===== config.mk =====
export PLATFORM = sky130hd
export DESIGN_NAME = traffic_sensor_front_flat
export DESIGN_NICKNAME = d
export VERILOG_FILES = /design/src/rtl/traffic_sensor_front_if.sv /design/src/rtl/traffic_sensor_front.sv /design/src/flat_wrapper.sv
export SDC_FILE = /design/constraint.sdc
export NUM_CORES = 1
export LEC_CHECK = 0
export ABC_CLOCK_PERIOD_IN_PS = 2570
export CORE_ASPECT_RATIO = 1.25
export CORE_MARGIN = 3
export CORE_UTILIZATION = 45
export DETAILED_ROUTE_END_ITERATION = 10
export HOLD_SLACK_MARGIN = 0.1
export PLACE_DENSITY = 0.63
export SETUP_SLACK_MARGIN = 0.02
export SLEW_MARGIN = 40
export SYNTH_ARGS = -nofsm -noshare
export SYNTH_HDL_FRONTEND = slang
export SYNTH_SLANG_ARGS = --single-unit

===== constraint.sdc =====
create_clock -name clk -period 2.57 [get_ports clk]
set_clock_uncertainty 0.1 [all_clocks]
set_input_delay 0.6425 -clock clk [delete_from_list [all_inputs] [get_ports clk]]
set_output_delay 0.6425 -clock clk [all_outputs]
set_load 0.02 [all_outputs]

===== src/rtl/traffic_sensor_front_if.sv =====
// Detector/controller bundle for the traffic sensor front end.
// The controller side (master) drives detectors and greens; the sensor (slave) returns counts.
interface traffic_sensor_front_if;
    logic       mainCarRaw;
    logic       sideCarRaw;
    logic       pedRaw;
    logic       MG;
    logic       SG;
    logic       pedLight;
    logic [2:0] mainTraffic;
    logic [2:0] sideTraffic;
    logic       pedButton;

    modport master (
        output mainCarRaw, sideCarRaw, pedRaw, MG, SG, pedLight,
        input  mainTraffic, sideTraffic, pedButton
    );

    modport slave (
        input  mainCarRaw, sideCarRaw, pedRaw, MG, SG, pedLight,
        output mainTraffic, sideTraffic, pedButton
    );
endinterface


===== src/rtl/traffic_sensor_front.sv =====
// Synchronizes and debounces vehicle/pedestrian detectors, keeps per-road queue counts
// drained by green time, and latches the pedestrian request until the walk light answers it.
module traffic_sensor_front #(
    parameter int DEB_CYCLES   = 4,
    parameter int DRAIN_CYCLES = 8
) (
    input logic                  clk,
    input logic                  reset,
    traffic_sensor_front_if.slave bus
);

    localparam logic [3:0] DEB_LAST   = 4'(DEB_CYCLES - 1);
    localparam logic [7:0] DRAIN_LAST = 8'(DRAIN_CYCLES - 1);

    // Channel order: bit 0 main, bit 1 side, bit 2 pedestrian.
    logic [2:0]      raw_s;
    logic [2:0]      sync1_r;
    logic [2:0]      sync2_r;
    logic [2:0]      deb_r;
    logic [2:0]      deb_nxt_s;
    logic [2:0][3:0] cnt_r;
    logic [2:0][3:0] cnt_nxt_s;
    logic [2:0]      arrive_s;

    // Road order: bit 0 main, bit 1 side.
    logic [1:0]      green_s;
    logic [1:0][7:0] tmr_r;
    logic [1:0][7:0] tmr_nxt_s;
    logic [1:0]      depart_s;

    logic [2:0]      main_q_r;
    logic [2:0]      side_q_r;
    logic            ped_r;

    assign raw_s   = {bus.pedRaw, bus.sideCarRaw, bus.mainCarRaw};
    assign green_s = {bus.SG, bus.MG};

    // Saturating 0..7 queue step; simultaneous arrival and departure cancel.
    function automatic logic [2:0] queue_next(input logic [2:0] q, input logic arr, input logic dep);
        logic [2:0] r;
        case ({arr, dep})
            2'b10:   r = (q == 3'd7) ? q : q + 3'd1;
            2'b01:   r = (q == 3'd0) ? q : q - 3'd1;
            default: r = q;
        endcase
        return r;
    endfunction

    // Two-flop synchronizers for the asynchronous detector levels.
    always_ff @(posedge clk or posedge reset) begin
        if (reset) begin
            sync1_r <= 3'b000;
            sync2_r <= 3'b000;
        end else begin
            sync1_r <= raw_s;
            sync2_r <= sync1_r;
        end
    end

    // Debounce next-state: a level must disagree for DEB_CYCLES edges before it is accepted.
    always_comb begin
        deb_nxt_s = deb_r;
        cnt_nxt_s = cnt_r;
        arrive_s  = 3'b000;
        for (int i = 0; i < 3; i++) begin
            if (sync2_r[i] == deb_r[i]) begin
                cnt_nxt_s[i] = 4'd0;
            end else if (cnt_r[i] == DEB_LAST) begin
                cnt_nxt_s[i] = 4'd0;
                deb_nxt_s[i] = sync2_r[i];
                arrive_s[i]  = sync2_r[i];
            end else begin
                cnt_nxt_s[i] = cnt_r[i] + 4'd1;
            end
        end
    end

    // Debounce state registers.
    always_ff @(posedge clk or posedge reset) begin
        if (reset) begin
            deb_r <= 3'b000;
            cnt_r <= 12'h000;
        end else begin
            deb_r <= deb_nxt_s;
            cnt_r <= cnt_nxt_s;
        end
    end

    // Drain timers: a departure every DRAIN_CYCLES edges of uninterrupted green.
    always_comb begin
        tmr_nxt_s = tmr_r;
        depart_s  = 2'b00;
        for (int j = 0; j < 2; j++) begin
            if (!green_s[j]) begin
                tmr_nxt_s[j] = 8'd0;
            end else if (tmr_r[j] == DRAIN_LAST) begin
                tmr_nxt_s[j] = 8'd0;
                depart_s[j]  = 1'b1;
            end else begin
                tmr_nxt_s[j] = tmr_r[j] + 8'd1;
            end
        end
    end

    // Drain timer registers.
    always_ff @(posedge clk or posedge reset) begin
        if (reset) begin
            tmr_r <= 16'h0000;
        end else begin
            tmr_r <= tmr_nxt_s;
        end
    end

    // Queue counts and pedestrian latch; the walk light clears and masks new requests.
    always_ff @(posedge clk or posedge reset) begin
        if (reset) begin
            main_q_r <= 3'd0;
            side_q_r <= 3'd0;
            ped_r    <= 1'b0;
        end else begin
            main_q_r <= queue_next(main_q_r, arrive_s[0], depart_s[0]);
            side_q_r <= queue_next(side_q_r, arrive_s[1], depart_s[1]);
            if (bus.pedLight) begin
                ped_r <= 1'b0;
            end else if (arrive_s[2]) begin
                ped_r <= 1'b1;
            end else begin
                ped_r <= ped_r;
            end
        end
    end

    assign bus.mainTraffic = main_q_r;
    assign bus.sideTraffic = side_q_r;
    assign bus.pedButton   = ped_r;

endmodule

===== src/flat_wrapper.sv =====
// flat-port wrapper written by rule: the top's interface ports become plain ports
module traffic_sensor_front_flat 
#(
    parameter int DEB_CYCLES   = 4,
    parameter int DRAIN_CYCLES = 8
)
  (clk, reset, bus_mainCarRaw, bus_sideCarRaw, bus_pedRaw, bus_MG, bus_SG, bus_pedLight, bus_mainTraffic, bus_sideTraffic, bus_pedButton);
  traffic_sensor_front_if bus_i ();
  input logic clk;
  input logic reset;
  input wire logic [$bits(bus_i.mainCarRaw)-1:0] bus_mainCarRaw;
  input wire logic [$bits(bus_i.sideCarRaw)-1:0] bus_sideCarRaw;
  input wire logic [$bits(bus_i.pedRaw)-1:0] bus_pedRaw;
  input wire logic [$bits(bus_i.MG)-1:0] bus_MG;
  input wire logic [$bits(bus_i.SG)-1:0] bus_SG;
  input wire logic [$bits(bus_i.pedLight)-1:0] bus_pedLight;
  output wire logic [$bits(bus_i.mainTraffic)-1:0] bus_mainTraffic;
  output wire logic [$bits(bus_i.sideTraffic)-1:0] bus_sideTraffic;
  output wire logic [$bits(bus_i.pedButton)-1:0] bus_pedButton;
  assign bus_i.mainCarRaw = bus_mainCarRaw;
  assign bus_i.sideCarRaw = bus_sideCarRaw;
  assign bus_i.pedRaw = bus_pedRaw;
  assign bus_i.MG = bus_MG;
  assign bus_i.SG = bus_SG;
  assign bus_i.pedLight = bus_pedLight;
  assign bus_mainTraffic = bus_i.mainTraffic;
  assign bus_sideTraffic = bus_i.sideTraffic;
  assign bus_pedButton = bus_i.pedButton;
  traffic_sensor_front #(.DEB_CYCLES(DEB_CYCLES), .DRAIN_CYCLES(DRAIN_CYCLES)) u_core (.clk(clk), .reset(reset), .bus(bus_i));
endmodule

==> results.cfg, run 1 <==
[critical_path]
cp-start-kind = flop
arrival_ns = 2.51
crit_path_end_kind = flop
crit_start = u_core.tmr_r[12]$_DFF_PP0_
r2r-end = u_core.bus.sideTraffic[1]$_DFFE_PP0P_
r2r_cells = 9
cp-endpoint = u_core.bus.sideTraffic[1]$_DFFE_PP0P_
cp_data_required_time_ns = 2.65
worstPathMaxFanout = 4
critPathKind = reg -> reg
regToRegSetupSlack_ns = 0.14
regToRegStartpoint = u_core.tmr_r[12]$_DFF_PP0_

[route]
dr.pass1.iters = 2
postRouteAntennaNets = 0
wl_per_cell_um = 12.7
drtIter0Drc = 32
viasPerCell = 5.11
post-route-drc-count = 0
drt_wl_total_um = 3530
vias = 1427

[synth]
yosys.area_share.adder_pct = 6.28
ys_async_sr_fraction_pct = 100
synth_mux_area_share_pct = 2.67
synth_compound_area_share_pct = 7.29
ys_seq_area_share_pct = 52.1
synthSimpleGateAreaFrac_pct = 21.5
synth_cell_type_count = 37
syn_area_per_cell_um2 = 11.3
yosysWarnings = 0
synth_edf_count = 0
synth-xor-area-share_pct = 8.71
syn_nets = 205
synth_cells = 187
synth_top_family_by_area = simple AND/OR/NAND/NOR gates
synthFlopType = dfrtp_1
netlist_area_um2 = 2110
yosys_register_bits = 44

[min_path]
hold_class = reg -> reg
min_path_cells = 0

[die]
die_width_um = 67.3
start_util_pct = 47.4
dieArea_um2 = 5560
die_h_um = 82.6
io_pins = 15
rows = 27
core_area_um2 = 4460

[global_route]
grt_antenna_before_repair = 0
grt_max_degree = 45
use_met2_pct = 25.2
met3_usage_pct = 4.19
grt_use_total_pct = 14.7
grt_pass1_wl_um = 6180
grt_pass1_vias = 1442
top_usage_layer = met2
met1_usage_pct = 16.9
grt-ovfl-total = 0

[cts]
cts.sinks = 44
htreeDepth = 2
path_clk_slew_ns = 0.08
clock_path_buffers = 2
clk_latency_ns = 0.29
clockRootBuffer = clkbuf_8
cts_buffers = 5
cts_tree = done

[timing]
final.setup.tns_ns = 0
post-route-period-util_pct = 94.5
min_period_ns = 2.43
relSlewSlack_pct = 64.2
rsz0062_at_grt = false
fmax_mhz = 412
drv_slew = 0
worst_pin_slew_ns = 0.536
fin_hold_ws_ns = 0.253
final_hold_viol_count = 0
setup_viol = 0

[placed_design]
place_congestion = 0.802
hpwl_um = 2620
dpl_cell_area_um2 = 2400
port_buffers = 14

[finish]
ff_latch_area_um2 = 1100
syn_to_final_growth_pct = 19.5
final_layout_size_suffix_gt1_share_pct = 18.1
diodes = 0
multi_input_area_um2 = 1010
final_area_um2 = 2520
final_nets = 239
n_fill_cell = 404

[power]
max-vdd-ir-drop_uv = 319
power_density_nw_per_um2 = 715
p_leak_nw = 1.16

[job]
maxCapViolations = 0

[run_status]
outcome = finished, final reports clean
## worst max-delay path, stage by stage (launching register included)
cell,delay [ns]
dfrtp_1,0.43
nor4_2,0.27
nand4b_1,0.18
nor2_2,0.15
inv_1,0.06
ha_1,0.19
and3_1,0.18
mux2_2,0.25
nor2_1,0.15
mux2_2,0.36
## sequential cells by signal, indices dropped and copies added (netlist names)
signal,count
u_core.tmr_r,16
u_core.cnt_r,12
u_core.bus.mainTraffic,3
u_core.bus.sideTraffic,3
u_core.deb_r,3
u_core.sync1_r,3
u_core.sync2_r,3
u_core.bus.pedButton,1
## final cells by class
type | count | area share [%]
Clock inverter | 1 | 0.198
Multi-Input combinational cell | 135 | 39.9
Sequential cell | 44 | 43.6
Tap cell | 58 | 2.87
Inverter | 8 | 1.19
Clock buffer | 6 | 2.87
Timing Repair Buffer | 27 | 9.37
## cell usage in the layout, fill, tap and decap left out, drive strengths merged
master         count
dfrtp             44
nor2              23
xor2              13
clkdlybuf4s50     13
buf               13
nand3             12
ha                 9
nand2              9
xnor2              8
inv                8
and3               7
a21oi              6
clkbuf             6
mux2               5
nand3b             5
nor2b              5
nor3               4
nand2b             4
nor3b              4
o21ai              3
a211oi             3
a22o               2
nor4               1
nand4b             1
and4bb             1
and2               1
nor4b              1
or3b               1
a211o              1
o22ai              1
a22oi              1
a2111oi            1
o31ai              1
a31oi              1
fa                 1
clkinv             1
dlygate4sd2        1
## metrics by stage
step	utilization (%)	worst slack, ns	cells	power (mW)
2_1_floorplan	-	0.104	187	1.23
3_3_place_gp	53.8	-0.270	269	1.37
3_5_place_dp	53.8	-0.401	269	1.41
4_1_cts	55.9	0.0747	277	1.83
5_1_grt	56.6	0.0315	279	1.92
6_report	56.6	0.141	279	1.81
## power breakdown
part	switching, mW	internal, mW	total (mW)
clock	0.217	0.185	0.402
sequential	0.106	0.798	0.903
combinational	0.238	0.263	0.501
total	0.560	1.25	1.81
## how the worst min path moves through the flow
stage                                           start                          end  slack, ns
after floorplan           u_core.sync1_r[0]$_DFF_PP0_  u_core.sync2_r[0]$_DFF_PP0_       0.23
after detailed placement  u_core.sync1_r[1]$_DFF_PP0_  u_core.sync2_r[1]$_DFF_PP0_       0.24
final                     u_core.sync1_r[1]$_DFF_PP0_  u_core.sync2_r[1]$_DFF_PP0_       0.25
after CTS                 u_core.sync1_r[1]$_DFF_PP0_  u_core.sync2_r[1]$_DFF_PP0_       0.25
after global routing      u_core.sync1_r[2]$_DFF_PP0_  u_core.sync2_r[2]$_DFF_PP0_       0.26
after global placement    u_core.sync1_r[0]$_DFF_PP0_  u_core.sync2_r[0]$_DFF_PP0_       0.23
## synth_stat cells (2+ instances only)
library cell / number / area share, %
dfrtp_1: 44 / 52
nor2_1: 23 / 4.1
xor2_1: 13 / 5.4
nand3_1: 12 / 2.8
ha_1: 9 / 5.3
nand2_1: 8 / 1.4
xnor2_1: 8 / 3.3
and3_1: 7 / 2.1
inv_1: 7 / 1.2
a21oi_1: 6 / 1.4
mux2_2: 5 / 2.7
nand3b_1: 5 / 1.8
nand2b_1: 4 / 1.2
nor3_1: 4 / 0.95
nor3b_1: 4 / 1.4
nor2b_1: 3 / 0.89
o21ai_0: 3 / 0.71
a22o_1: 2 / 0.83
nor2b_4: 2 / 1.3
## repair_timing
item,CTS,global route
setup endpoints to repair,2,3
resized for setup,3,4
pin swaps,2,1
buffers inserted,1,2
hold buffers,0,0
endpoints found under the hold margin,0,0
## metal layers
layer	part of all wire [%]	routed length [µm]
met1	44	1560
met2	51	1800
met3	2.9	103
met4	2.0	71
met5	0	0
## cells by family (layout without fill, tap and decap cells)
logic type / count (synthesis) / after routing
xor+xnor: 21 / 21
fa+ha+maj: 10 / 10
compound gates: 20 / 20
simple gates: 79 / 79
mux: 5 / 5
flops: 44 / 44
buf+inv: 8 / 42
(Power assumes the default switching activity.)
==> inputs of run 2 (changes only) <==
--- a/config.mk
+++ b/config.mk
@@ -6,7 +6,6 @@
 export NUM_CORES = 1
 export LEC_CHECK = 0
 export ABC_CLOCK_PERIOD_IN_PS = 2570
-export CORE_ASPECT_RATIO = 1.25
 export CORE_MARGIN = 3
 export CORE_UTILIZATION = 45
 export DETAILED_ROUTE_END_ITERATION = 10
==> run 2 against run 1 <==
  * Die area barely moved
  * Sequential share of layout area fell by 0.43 points
  * Highest routed layer unchanged
  * Critical endpoint is now u_core.bus.mainTraffic[1]$_DFFE_PP0P_
  * Clock power rose by 27%
  * Critical path depth did not move
  * Core utilization rose by 0.75 points
  * Sequential power barely moved
  * Combinational power rose by 0.8%
==> results.cfg, run 2 (synthesis results as in run 1) <==
[die]
dieArea_um2 = 5550
die_h_um = 74.5
start_util_pct = 47.5
io_pins = 15
core_area_um2 = 4440
rows = 24
die_width_um = 74.5

[critical_path]
arrival_ns = 2.57
critPathKind = reg -> reg
cp_top_family = adder cells
crit_start = u_core.cnt_r[0]$_DFF_PP0_
crit_path_max_incr_delay_ns = 0.54
regToRegSetupSlack_ns = 0.08
regToRegStartpoint = u_core.cnt_r[0]$_DFF_PP0_
critical_path.cell_chain = ha_1, nor3b_1, nand2b_1, nor2b_4, inv_2, fa_1, nand3b_1, a21oi_1, a2111oi_2
worstPathMaxFanout = 4
path_buf_inv = 1
cp_slowest_cell = fa_1
cp_data_required_time_ns = 2.65
cp-start-kind = flop
crit_path_end_kind = flop

[power]
p_comb_share_pct = 26.3
pwr-share-seq_pct = 47.0
intPower_mw = 1.35
p_leak_nw = 1.17
max-vdd-ir-drop_uv = 343
switching_share_pct = 29.9
power_density_nw_per_um2 = 753
clkPwrFrac_pct = 26.7
net-switching-power_mw = 0.573

[timing]
drv_slew = 0
worst_pin_slew_ns = 0.436
setup_ws_ns = 0.0790
final_hold_viol_count = 0
fmax_mhz = 401
relSlewSlack_pct = 70.9
setup_viol = 0
rsz0062_at_grt = false
post-route-period-util_pct = 96.9
min_period_ns = 2.49

[cts]
path_clk_slew_ns = 0.08
postCtsHoldBufs = 0
cts_buffers = 5
htreeDepth = 2
clock_path_buffers = 2
clockRootBuffer = clkbuf_8
cts_tree = done
clk_latency_ns = 0.29
cts.sinks = 44

[global_route]
grt_pass1_vias = 1532
grt-ovfl-total = 0
grt_pass1_wl_um = 6610
grt_use_total_pct = 15.8
grt_max_degree = 25
grt_antenna_before_repair = 0

[route]
drt_wl_total_um = 3880
wl_per_cell_um = 14.0
vias = 1460
viasPerCell = 5.29
dr.pass1.iters = 4
post-route-drc-count = 0
drtIter0Drc = 68
postRouteAntennaNets = 0

[run_status]
outcome = finished, final reports clean

[job]
maxCapViolations = 0

[finish]
final_common_cell = dfrtp_1
final_nets = 241
diodes = 0
syn_to_final_growth_pct = 20.7
fin_util_pct = 57.4
final_layout_size_suffix_gt1_share_pct = 18.3
largest-register = u_core.tmr_r
largest_reg_flops = 16
mostFrequentLayoutCells = dfrtp_1, nor2_1, buf_4
largestRegisters = u_core.tmr_r (16), u_core.cnt_r (12)
final-instance-count-excl-fill = 276
n_fill_cell = 366

[placed_design]
place_congestion = 0.747
port_buffers = 14
hpwl_um = 2810
post-place-ws_ns = -0.374
dp.cells = 264

[min_path]
hold_class = reg -> reg
hp-start = u_core.sync1_r[2]$_DFF_PP0_
==> run 2: changes by cell type in the layout (fill, tap and decap cells not counted), sizes merged <==
cell    change
bufinv      +1
buf         +2
==> run 2: through the flow <==
stage | power (mW) | area (µm²) | TNS [ns] | hold WS, ns
floorplan | 1.23 | 2110 | 0 | 0.231
global placement | 1.37 | 2400 | -0.708 | 0.232
detailed placement | 1.42 | 2400 | -1.04 | 0.236
CTS | 1.94 | 2510 | 0 | 0.255
global route | 2.05 | 2550 | 0 | 0.261
finish | 1.92 | 2550 | 0 | 0.253
==> run 2: power groups by stage <==
stage               logic, mW  registers [mW]  clock network [mW]
CTS                     0.505           0.903               0.535
detailed placement      0.500           0.916                   0
floorplan               0.300           0.931                   0
finish                  0.505           0.903               0.512
global placement        0.470           0.904                   0
global route            0.558           0.922               0.568
==> run 2: per-layer routing <==
metal / GRT usage (%) / share of wire, % / vias up
li1: - / - / 718
met1: 17.1 / 40 / 709
met2: 28.4 / 55 / 23
met3: 5.00 / 3.3 / 10
met4: 6.72 / 2.2 / 0
met5: 0 / 0 / -
==> run 2: worst reg2reg max path, stage by stage, from the launching register on <==
cell	delay, ns
dfrtp_1	0.40
ha_1	0.24
nor3b_1	0.16
nand2b_1	0.15
nor2b_4	0.19
inv_2	0.05
fa_1	0.54
nand3b_1	0.12
a21oi_1	0.08
a2111oi_2	0.35
==> run 2: timing repair <==
action	4_1_cts	5_1_grt
endpoints found under the setup margin	1	4
pin swaps	2	1
setup buffers	1	3
resized for setup	1	4
==> run 2: final cells by class <==
cell class,instances,area [µm²],area share [%]
sequential,44,1100,43.2
multi-input combinational,135,995,39.0
timing repair buffer,29,251,9.86
clock buffer,6,72.6,2.85
tap,52,65.1,2.55
clock inverter,2,35.0,1.37
inverter,8,30.0,1.18
==> run 2: final timing paths <==
path | end | cells past startpoint
max | u_core.bus.mainTraffic[1]$_DFFE_PP0P_ | 9
min | u_core.sync2_r[2]$_DFF_PP0_ | 0
max reg2reg | u_core.bus.mainTraffic[1]$_DFFE_PP0P_ | 9
min reg2reg | u_core.sync2_r[2]$_DFF_PP0_ | 0
max in group asynchronous | u_core.tmr_r[9]$_DFF_PP0_ | 3
min in group asynchronous | u_core.sync2_r[2]$_DFF_PP0_ | 3
